**src/rtl/seq_mul_arbiter.sv**
```systemverilog
// seq_mul_arbiter: round-robin sharing of one fixed-latency sequential multiplier
module seq_mul_arbiter #(
   parameter int NUM_REQ     = 4,
   parameter int WIDTH       = 32,
   parameter int MUL_LATENCY = 33
) (
   input  logic                         clk_i,
   input  logic                         rst_i,
   input  logic [NUM_REQ-1:0]           req_valid_i,
   output logic [NUM_REQ-1:0]           req_ready_o,
   input  logic [NUM_REQ*WIDTH-1:0]     req_a_i,
   input  logic [NUM_REQ*WIDTH-1:0]     req_b_i,
   output logic                         rsp_valid_o,
   input  logic                         rsp_ready_i,
   output logic [$clog2(NUM_REQ)-1:0]   rsp_id_o,
   output logic [2*WIDTH-1:0]           rsp_product_o,
   output logic                         mul_start_o,
   output logic [WIDTH-1:0]             mul_a_o,
   output logic [WIDTH-1:0]             mul_b_o,
   input  logic [2*WIDTH-1:0]           mul_product_i,
   output logic                         busy_o
);
   localparam int IW = $clog2(NUM_REQ);
   localparam int CW = $clog2(MUL_LATENCY + 1);

   typedef enum logic [1:0] {IDLE, START, BUSY, RESP} state_t;

   state_t          state_q, state_d;
   logic [IW-1:0]   ptr_q, grant, id_q, idx;
   logic [CW-1:0]   cnt_q;
   logic [WIDTH-1:0] op_a, op_b;
   logic            found, accept;
   int              s;

   // first valid requester at or above ptr, wrapping
   always_comb begin
      grant = ptr_q;
      found = 1'b0;
      s     = 0;
      idx   = '0;
      for (int i = 0; i < NUM_REQ; i++) begin
         s   = int'(ptr_q) + i;
         s   = (s >= NUM_REQ) ? s - NUM_REQ : s;
         idx = IW'(s);
         if (!found && req_valid_i[idx]) begin
            found = 1'b1;
            grant = idx;
         end
      end
   end

   always_ff @(posedge clk_i) begin
      if (rst_i) state_q <= IDLE;
      else       state_q <= state_d;
   end

   always_comb begin
      state_d     = state_q;
      req_ready_o = '0;
      accept      = 1'b0;
      case (state_q)
         IDLE: if (found) begin
            req_ready_o[grant] = 1'b1;
            accept             = 1'b1;
            state_d            = START;
         end
         START:   state_d = BUSY;
         BUSY:    state_d = (cnt_q == CW'(1)) ? RESP : BUSY;
         RESP:    state_d = rsp_ready_i ? IDLE : RESP;
         default: state_d = IDLE;
      endcase
   end

   always_ff @(posedge clk_i) begin
      if (rst_i) begin
         ptr_q         <= '0;
         id_q          <= '0;
         op_a          <= '0;
         op_b          <= '0;
         cnt_q         <= '0;
         rsp_product_o <= '0;
      end else begin
         if (accept) begin
            ptr_q <= (grant == IW'(NUM_REQ - 1)) ? '0 : grant + 1'b1;
            id_q  <= grant;
            op_a  <= req_a_i[int'(grant)*WIDTH +: WIDTH];
            op_b  <= req_b_i[int'(grant)*WIDTH +: WIDTH];
         end
         // the multiplier has no done flag, so its latency is counted here
         if (state_q == START)     cnt_q <= CW'(MUL_LATENCY);
         else if (state_q == BUSY) cnt_q <= cnt_q - 1'b1;
         if (state_q == BUSY && cnt_q == CW'(1)) rsp_product_o <= mul_product_i;
      end
   end

   assign rsp_valid_o = (state_q == RESP);
   assign mul_start_o = (state_q == START);
   assign busy_o      = (state_q != IDLE);
   assign rsp_id_o    = id_q;
   assign mul_a_o     = op_a;
   assign mul_b_o     = op_b;
endmodule

```
**config.mk**
```make
export PLATFORM = sky130hd
export DESIGN_NAME = seq_mul_arbiter
export DESIGN_NICKNAME = d
export VERILOG_FILES = /design/src/rtl/seq_mul_arbiter.sv
export SDC_FILE = /design/constraint.sdc
export NUM_CORES = 1
export LEC_CHECK = 0
export BUFFER_PORTS_ARGS = -buffer_cell sky130_fd_sc_hd__buf_2
export CORE_AREA = 4 4 179 181
export CTS_BUF_LIST = sky130_fd_sc_hd__clkbuf_2
export DETAILED_ROUTE_END_ITERATION = 12
export DIE_AREA = 0 0 183 185
export PLACE_DENSITY = 0.61
export SYNTH_ARGS = -nofsm -noshare
export SYNTH_HDL_FRONTEND = slang
export SYNTH_SLANG_ARGS = --single-unit
```
**constraint.sdc**
```tcl
create_clock -name clk_i -period 2.1 [get_ports clk_i]
set_input_delay 0.105 -clock clk_i [delete_from_list [all_inputs] [get_ports clk_i]]
set_output_delay 0.105 -clock clk_i [all_outputs]
set_load 0.005 [all_outputs]
```
==> flow_summary.yaml, run 1 <==
status:
  status: "finished, violations left"
  violations: "setup timing"
sta:
  holdWs_ps: 165
  clock_skew_ps: 44.7
  setup_violations: 68
  setup_slack_ps: -260
  finalCritPeriodShare: 1.12
  rsz0062_at_grt: "true"
  max_freq_mhz: 424
  fin_crit_ps: 2360
  report.final.slew_viol_count: 0
  slew_headroom: 0.553
  timing_hold_violations_final: 0
  worst_pin_slew_ps: 671
synth:
  synth_mux_area_frac: 0.0927
  synth_nets: 1210
  synthAdderAreaFrac: 0.0123
  synth_top_cell_by_area: "dfxtp_1"
  ys_async_sr_fraction: 0
  yosysSeqAreaShare: 0.393
  syn_inst: 876
  synth_compound_area_frac: 0.246
  synth_ff_type: "dfxtp_1"
  avgSynthCellArea_um2: 8.13
  ys_ff_latch: 140
  synth-edff-count: 0
  yosys.cell_types.count: 41
  synth_top_family_by_area: "compound AO/OA/AOI/OAI gates"
  synth-simple-area-share: 0.198
  syn-cell-area_um2: 7120
  synthTopCellsByArea: "dfxtp_1, nand2_1, mux2i_1"
  netlist.area_leader.share: 0.393
  synth_xor_area_frac: 0.00369
  yosys_warnings: 0
power:
  power_density_nw_per_um2: 656
  p_clk_frac: 0.166
  p_int_mw: 5.80
  vdd_drop_max_mv: 0.374
  seqPwrFrac: 0.359
  switching_share: 0.380
  p_sw_mw: 3.55
  p_total_mw: 9.35
  pwr-share-comb: 0.475
  power_leakage_nw: 6.27
worst_setup_path:
  critPathLaunch: "ptr_q[1]$_SDFFE_PP0P_"
  cp_num_buf_inv: 8
  timing.rr.start: "ptr_q[1]$_SDFFE_PP0P_"
  crit_required_ps: 2760
  cpMostUsedCell: "buf_4"
  endpoint_kind: "flop"
  slowest_delay_ps: 400
  cp.depth: 13
  cp_slowest_cell: "dfxtp_4"
  critical_path_class: "reg2reg"
  crit_chain: "buf_4 -> a21boi_2 -> o21bai_1 -> buf_4 -> buf_4 -> buf_4 -> buf_4 -> buf_4 -> a31oi_4 -> buf_12 -> clkbuf_16 -> o21ai_0 -> o211ai_1"
  cp_max_fo: 7
  start_kind: "flop"
  arrival_ps: 3020
  critical_path.top_delay_family: "buffers and inverters"
  reg2reg_slack_ps: -260
  reg2reg_depth: 13
finish:
  layout.cells.non_filler: 2100
  fin_nets: 2018
  syn2layout_area_growth_pct: 100
  drive_above_1_share: 0.358
  nFillCells: 2742
place:
  place_congestion: 0.879
  hpwl_um: 22900
  dp_cells: 1699
  portBuffers: 463
grt:
  antenna_found_initial: 4
  grt_pass1_wl_um: 55100
  grt-ovfl-total: 0
  grt_max_degree: 76
  grtUsageTotal: 0.203
  grt_pass1_vias: 10700
clock_network:
  worstSkewPairLatency_ps: 710
  clock_path_buffers: 2
  numClockSinks: 140
  cts_root_buf: "clkbuf_2"
  path_clk_slew_ps: 250
  numCtsBuffers: 17
  h-tree-depth: 4
  cts_tree: "built"
hold_path:
  hold_class: "in2reg"
  min_from: "mul_product_i[20]"
  hold_path_depth: 4
floorplanning:
  row_count: 64
  die_w_um: 183
  ios: 464
  initial_core_util: 0.234
  coreArea_um2: 30400
  die_h_um: 185
  die_area_um2: 33900
drt:
  drt-initial-drc-count: 512
  totalWireLength_um: 39300
  firstDrtPassIters: 5
  wire_per_inst_um: 18.7
  vias: 10300
  post-route-drc-count: 0
  ant_nets: 0
  viasPerCell: 4.89
run:
  drv_cap: 0
-- flip-flops by register name (all words and copies together) (netlist names) --
register	count
mul_b_o	32
state_q	2
rsp_id_o	2
cnt_q	6
ptr_q	2
rsp_product_o	64
mul_a_o	32
-- tightest hold or removal path, cell delays in order --
cell and delay, ps:
dlygate4sd3_1 530, buf_2 120, nand2_1 50, a21oi_1 50
-- repair_timing --
action | CTS | global route
endpoints found under the setup margin | 4 | 82
cloned | 0 | 11
buffers inserted | 15 | 8
hold buffers | 330 | 0
resized for setup | 23 | 78
endpoints found under the hold margin | 134 | 0
pin swaps | 7 | 25
-- area by class of cell --
type                    instances  area [µm²]  area share
inverters                       8        43.8     0.00307
diodes                          7        17.5     0.00123
clock inverters                14         119     0.00834
repair buffers                867        6550       0.460
flip-flops and latches        140        2810       0.197
well taps                     396         495      0.0348
clock buffers                  18        90.1     0.00632
multi-input cells             650        4130       0.290
-- metrics by stage --
step	worst slack, ps	cell area, µm²	utilization	TNS (ps)
3_3_place_gp	79.0	10100	0.330	0
6_report	-260	14300	0.468	-13260
2_1_floorplan	202	7120	-	0
5_1_grt	-409	14200	0.468	-17570
3_5_place_dp	44.8	10100	0.330	0
4_1_cts	-325	13800	0.452	-1050
-- layer usage --
layer / vias to the layer above / part of all wire / global-route usage
li1: 4706 / - / -
met1: 4694 / 0.36 / 0.219
met2: 689 / 0.48 / 0.350
met3: 181 / 0.10 / 0.0701
met4: 0 / 0.055 / 0.109
met5: - / 0 / 0
-- final timing paths --
path | endpoint
max reg2reg | mul_a_o[6]$_SDFFE_PP0P_
min | rsp_product_o[20]$_SDFFE_PP0P_
min reg2reg | rsp_product_o[36]$_SDFFE_PP0P_
max | mul_a_o[6]$_SDFFE_PP0P_
-- cell usage after synthesis (2+ instances only) --
master    count
buf_4         3
nor2_1       14
nor4_1        2
inv_1         7
xor2_1        2
buf_1         8
buf_6         3
o21a_1       65
nand2_1     197
a21oi_1      68
o21ai_0      61
buf_2        15
ha_1          7
a211oi_1      3
nor3_1        6
nor3b_1      64
dfxtp_1     140
mux2i_1      66
nand2b_1      3
o21ai_1       8
and3_1        2
nor2b_1       4
o211ai_1     64
clkbuf_1     47
-- cells in the final DEF, fill, tap and decap left out, types with 44 or more instances in the layout --
cell type,n
buf_2,462
dlygate4sd3_1,330
buf_4,44
mux2i_1,66
o21a_1,64
dfxtp_1,137
a21oi_1,68
nor3b_1,64
o211ai_1,64
nand2_1,197
-- power by group through the flow --
stage | clock network (mW) | logic [mW] | registers, mW
3_5_place_dp | 0 | 3.22 | 3.37
4_1_cts | 1.65 | 3.89 | 3.33
2_1_floorplan | 0 | 1.74 | 3.38
6_report | 1.55 | 4.44 | 3.36
5_1_grt | 1.75 | 4.74 | 3.41
3_3_place_gp | 0 | 3.19 | 3.37
-- logic make-up after synthesis --
kind of cell,count (synthesis)
AND/OR/NAND/NOR,298
AO/OA/AOI/OAI,276
flip-flops,140
buffers and inverters,86
multiplexers,66
adder cells (fa/ha/maj),7
XOR/XNOR,3
Note: power is estimated with default switching activity, not from simulation.
==> run 2: changes to the inputs <==
--- a/config.mk
+++ b/config.mk
@@ -11,6 +11,7 @@
 export DETAILED_ROUTE_END_ITERATION = 12
 export DIE_AREA = 0 0 183 185
 export PLACE_DENSITY = 0.61
+export RECOVER_POWER = 50
 export SYNTH_ARGS = -nofsm -noshare
 export SYNTH_HDL_FRONTEND = slang
 export SYNTH_SLANG_ARGS = --single-unit
==> run 2 against run 1 <==
  * The run still ends with setup timing left
  * Cell count unchanged
  * Critical path depth unchanged
  * Clock skew about the same
  * Routed wire length fell by 0.11%
  * Worst hold slack got worse by 1.7 ps
  * Non-clock buffer count unchanged
  * Clock power hardly changed
  * Utilization fell by 0.32 points
  * Sequential cell count unchanged
  * Combinational power down 1%
  * Clock-buffer cell count unchanged
  * Fmax is essentially flat
  * Critical path type unchanged
  * Largest power group unchanged
==> flow_summary.yaml, run 2 (synthesis gave the netlist of run 1 again) <==
status:
  status: "finished, violations left"
  violations: "setup timing"
grt:
  grtUsageTotal: 0.203
  grt_pass1_vias: 10700
  grt_pass1_wl_um: 55100
  grt_max_degree: 76
  grt-ovfl-total: 0
  antenna_found_initial: 4
sta:
  worst_pin_slew_ps: 669
  timing_hold_violations_final: 0
  setup_violations: 68
  fin_crit_ps: 2360
  final.setup.tns_ps: -13230
  rsz0062_at_grt: "true"
  finalCritPeriodShare: 1.12
  report.final.slew_viol_count: 0
  max_freq_mhz: 424
  slew_headroom: 0.554
  clock_skew_ps: 44.3
  setup_slack_ps: -259
power:
  vdd_drop_max_mv: 0.370
  power_leakage_nw: 5.96
  p_total_mw: 9.29
  power_density_nw_per_um2: 657
hold_path:
  hold_end: "rsp_product_o[20]$_SDFFE_PP0P_"
  hold_path_depth: 4
  hold_class: "in2reg"
  min_from: "mul_product_i[20]"
place:
  dp_slack_ps: 44.8
  place_congestion: 0.879
  hpwl_um: 22900
  portBuffers: 463
worst_setup_path:
  timing.rr.start: "ptr_q[1]$_SDFFE_PP0P_"
  arrival_ps: 3000
  reg2reg_depth: 13
  cp_max_fo: 7
  endpoint_kind: "flop"
  r2r-end: "mul_b_o[23]$_SDFFE_PP0P_"
  crit_required_ps: 2740
  critical_path_class: "reg2reg"
  start_kind: "flop"
  reg2reg_slack_ps: -260
drt:
  drt-initial-drc-count: 493
  vias: 10200
  firstDrtPassIters: 5
  totalWireLength_um: 39300
  post-route-drc-count: 0
  wire_per_inst_um: 18.7
  viasPerCell: 4.87
  ant_nets: 0
clock_network:
  cts_root_buf: "clkbuf_2"
  clock_path_buffers: 2
  worstSkewPairLatency_ps: 710
  numCtsBuffers: 17
  numClockSinks: 140
  h-tree-depth: 4
  cts_tree: "built"
  path_clk_slew_ps: 230
run:
  drv_cap: 0
finish:
  syn2layout_area_growth_pct: 98.7
  nFillCells: 2790
  final_cell_mix: "buf_2, dlygate4sd3_1, nand2_1"
  fin_nets: 2018
  drive_above_1_share: 0.313
  largest_reg_flops: 64
  top_register: "rsp_product_o"
  final_util: 0.465
  mostFrequentLayoutCell: "buf_2"
floorplanning:
  die_h_um: 185
  row_count: 64
  die_area_um2: 33900
  die_w_um: 183
  initial_core_util: 0.234
  coreArea_um2: 30400
  ios: 464
[run 2: cell types whose count changed in the layout (fill, tap and decap cells not counted), sizes merged]
cell    change
clkbuf     +76
buf        -76
[run 2: through the flow]
stage / instance area [µm²] / instances / hold slack [ps]
finish: 14200 / 2100 / 163
global route: 14100 / 2096 / 23.4
CTS: 13800 / 2076 / 7.50
detailed placement: 10100 / 1699 / 350
global placement: 10100 / 1699 / 345
floorplan: 7120 / 876 / 241
[run 2: repair_timing]
action                                  in CTS  in global routing
hold buffers                               330                  0
endpoints found under the setup margin       4                 82
pin swaps                                    7                 25
buffers inserted                            15                  8
hold endpoints to repair                   134                  0
resized for setup                           23                 78
cloned                                       0                 11
[run 2: critical path: stages (launching register included)]
cell and delay (ps):
dfxtp_4 400, buf_4 150, a21boi_2 130, o21bai_1 100, buf_4 150, buf_4 130
buf_4 120, buf_4 120, buf_4 130, a31oi_4 390, buf_12 180, clkbuf_16 150
o21ai_1 70, o211ai_1 110
[run 2: final cells by class]
class | count | area [µm²] | share of cell area
antenna | 7 | 17.5 | 0.00124
clock buffer | 18 | 90.1 | 0.00636
clock inverter | 14 | 119 | 0.00840
inverter | 8 | 43.8 | 0.00309
multi-input combinational | 650 | 4130 | 0.292
sequential | 140 | 2810 | 0.198
tap | 396 | 495 | 0.0350
timing repair buffer | 867 | 6450 | 0.456
[run 2: power by group]
group / internal (mW) / total, mW / switching, mW
sequential: 3.09 / 3.36 / 0.274
clock: 0.429 / 1.55 / 1.12
combinational: 2.23 / 4.38 / 2.15
total: 5.74 / 9.29 / 3.55
[run 2: routing by layer]
metal / wire length (µm) / track usage / vias up
li1: - / - / 4707
met1: 14300 / 0.219 / 4664
met2: 19100 / 0.350 / 683
met3: 3790 / 0.0701 / 178
met4: 2140 / 0.109 / 0
met5: 0 / 0 / -
[run 2: worst max-delay path by stage]
stage,start,to,slack (ps),cells past startpoint
final,ptr_q[1]$_SDFFE_PP0P_,mul_b_o[23]$_SDFFE_PP0P_,-260,13
after global routing,ptr_q[1]$_SDFFE_PP0P_,req_ready_o[3],-410,8
after CTS,ptr_q[1]$_SDFFE_PP0P_,req_ready_o[3],-330,8
after detailed placement,ptr_q[1]$_SDFFE_PP0P_,mul_a_o[22]$_SDFFE_PP0P_,40,7
after global placement,ptr_q[1]$_SDFFE_PP0P_,mul_a_o[22]$_SDFFE_PP0P_,80,7
after floorplan,state_q[0]$_SDFFE_PP0P_,mul_a_o[0]$_SDFFE_PP0P_,200,9
==> run 3: changes to the inputs <==
--- a/config.mk
+++ b/config.mk
@@ -6,11 +6,14 @@
 export NUM_CORES = 1
 export LEC_CHECK = 0
 export BUFFER_PORTS_ARGS = -buffer_cell sky130_fd_sc_hd__buf_2
+export CELL_PAD_IN_SITES_DETAIL_PLACEMENT = 0
+export CELL_PAD_IN_SITES_GLOBAL_PLACEMENT = 1
 export CORE_AREA = 4 4 179 181
 export CTS_BUF_LIST = sky130_fd_sc_hd__clkbuf_2
 export DETAILED_ROUTE_END_ITERATION = 12
 export DIE_AREA = 0 0 183 185
-export PLACE_DENSITY = 0.61
+export GPL_TIMING_DRIVEN = 0
+export PLACE_DENSITY = 0.78
 export RECOVER_POWER = 50
 export SYNTH_ARGS = -nofsm -noshare
 export SYNTH_HDL_FRONTEND = slang
==> run 3 against run 2 <==
  * The flow still finishes with violations (setup timing)
  * Via count is 0.40% higher
  * Clock-buffer cell count fell by 1
  * Non-clock buffer count increased by 31
  * Worst hold slack got worse by 45 ps
  * Highest routed layer unchanged
  * Total power grew 2.8%
  * Utilization down 0.44 points
  * Die area is the same
  * Largest power group unchanged
  * First-iteration DRC count shrank 4.3%
  * Clock skew is 32 ps higher
==> flow_summary.yaml, run 3 (synthesis gave the netlist of run 1 again) <==
worst_setup_path:
  reg2reg_depth: 9
  critical_path_class: "reg2out"
  endpoint_kind: "primary output"
  r2r-end: "mul_a_o[3]$_SDFFE_PP0P_"
  reg2reg_slack_ps: -110
  arrival_ps: 2310
  cp_max_fo: 4
  start_kind: "flop"
  crit_required_ps: 2000
  timing.rr.start: "ptr_q[1]$_SDFFE_PP0P_"
power:
  power_density_nw_per_um2: 681
  vdd_drop_max_mv: 0.386
  power_leakage_nw: 5.92
sta:
  max_freq_mhz: 414
  clock_skew_ps: 75.9
  finalCritPeriodShare: 1.15
  setup_violations: 47
  slew_headroom: 0.601
  rsz0062_at_grt: "true"
  holdWs_ps: 118
  report.final.slew_viol_count: 0
  worst_pin_slew_ps: 598
  final.setup.tns_ps: -2490
  setup_slack_ps: -314
  fin_crit_ps: 2410
  timing_hold_violations_final: 0
floorplanning:
  ios: 464
  die_area_um2: 33900
  initial_core_util: 0.234
  row_count: 64
  die_w_um: 183
  coreArea_um2: 30400
  die_h_um: 185
hold_path:
  hold_path_depth: 4
  min_from: "mul_product_i[51]"
  hold_class: "in2reg"
  hold_end: "rsp_product_o[51]$_SDFFE_PP0P_"
place:
  portBuffers: 462
  dp_slack_ps: -691
  hpwl_um: 26700
  dp_cells: 1734
  place_congestion: 0.880
clock_network:
  path_clk_slew_ps: 340
  clock_path_buffers: 2
  numClockSinks: 140
  h-tree-depth: 4
  cts_root_buf: "clkbuf_2"
  worstSkewPairLatency_ps: 730
  numCtsBuffers: 17
  cts_tree: "built"
grt:
  grt-ovfl-total: 0
  grt_pass1_wl_um: 57500
  grt_max_degree: 17
  grt_pass1_vias: 10700
  grtUsageTotal: 0.215
  antenna_found_initial: 1
drt:
  firstDrtPassIters: 7
  viasPerCell: 4.82
  wire_per_inst_um: 18.7
  totalWireLength_um: 39800
  ant_nets: 0
  drt-initial-drc-count: 472
  vias: 10300
  post-route-drc-count: 0
status:
  violations: "setup timing"
  status: "finished, violations left"
finish:
  mostFrequentLayoutCell: "buf_2"
  top_register: "rsp_product_o"
  layout.cells.non_filler: 2132
  largest_reg_flops: 64
  final_util: 0.461
  final_cell_mix: "buf_2, dlygate4sd3_1, nand2_1"
  drive_above_1_share: 0.297
  fin_nets: 2049
  syn2layout_area_growth_pct: 96.8
run:
  drv_cap: 0
-- run 3: changes by cell type in the layout (fill, tap and decap cells not counted), sizes merged --
cell and change:
clkinv -5, inv +8, diode +1, dlygate4sd3 +7
dlymetal6s4s +1, clkinvlp -3, clkbuf +50, buf -28
bufinv +1
-- run 3: worst max-delay path by stage --
| stage | slack, ps | cells past startpoint | end | startpoint |
|---|---|---|---|---|
| after floorplan | 200 | 9 | mul_a_o[0]$_SDFFE_PP0P_ | state_q[0]$_SDFFE_PP0P_ |
| after global placement | -1060 | 9 | mul_a_o[1]$_SDFFE_PP0P_ | state_q[1]$_SDFFE_PP0P_ |
| after detailed placement | -690 | 9 | mul_a_o[4]$_SDFFE_PP0P_ | state_q[1]$_SDFFE_PP0P_ |
| after CTS | -430 | 9 | req_ready_o[3] | ptr_q[1]$_SDFFE_PP0P_ |
| after global routing | -490 | 9 | req_ready_o[3] | ptr_q[1]$_SDFFE_PP0P_ |
| final | -310 | 9 | req_ready_o[3] | ptr_q[1]$_SDFFE_PP0P_ |
-- run 3: layer usage --
layer,vias to the layer above,track usage,part of all wire,wire [µm]
met3,162,0.0634,0.087,3470
met5,-,0,0,0
met2,638,0.385,0.50,19700
met4,0,0.105,0.049,1950
li1,4780,-,-,-
met1,4693,0.232,0.37,14700
-- run 3: through the flow --
stage	power [mW]	area, µm²
detailed placement	6.60	9940
floorplan	5.13	7120
global placement	6.57	9930
finish	9.55	14000
global route	10.1	14000
CTS	9.42	13800
-- run 3: repair_timing --
| item | CTS | global route |
|---|---|---|
| buffers inserted | 15 | 7 |
| cloned | 0 | 0 |
| hold buffers | 329 | 9 |
| pin swaps | 5 | 9 |
| gates resized for setup | 72 | 96 |
| endpoints found under the setup margin | 126 | 121 |
| hold endpoints to repair | 135 | 9 |
-- run 3: critical path, stage by stage (launching register included) --
cell and delay (ps):
dfxtp_4 410, and3b_2 210, a2111oi_4 320, nor2_4 110
inv_4 80, buf_12 100, buf_12 90, ha_4 110
and2_4 120, buf_6 90
-- run 3: power by group --
group | total (mW) | internal, mW | leakage [nW] | switching [mW]
clock network | 2.05 | 0.739 | 0.173 | 1.31
logic | 4.15 | 2.01 | 4.60 | 2.14
registers | 3.36 | 3.09 | 1.14 | 0.266
-- run 3: final cells by class --
cell class	count	area, µm²
antenna	8	20.0
clock buffer	17	85.1
inverter	8	32.5
buffer	76	538
fill	2896	16400
timing repair buffer	822	5760
sequential	140	2810
multi-input combinational	650	4070
tap	396	495
clock inverter	15	214
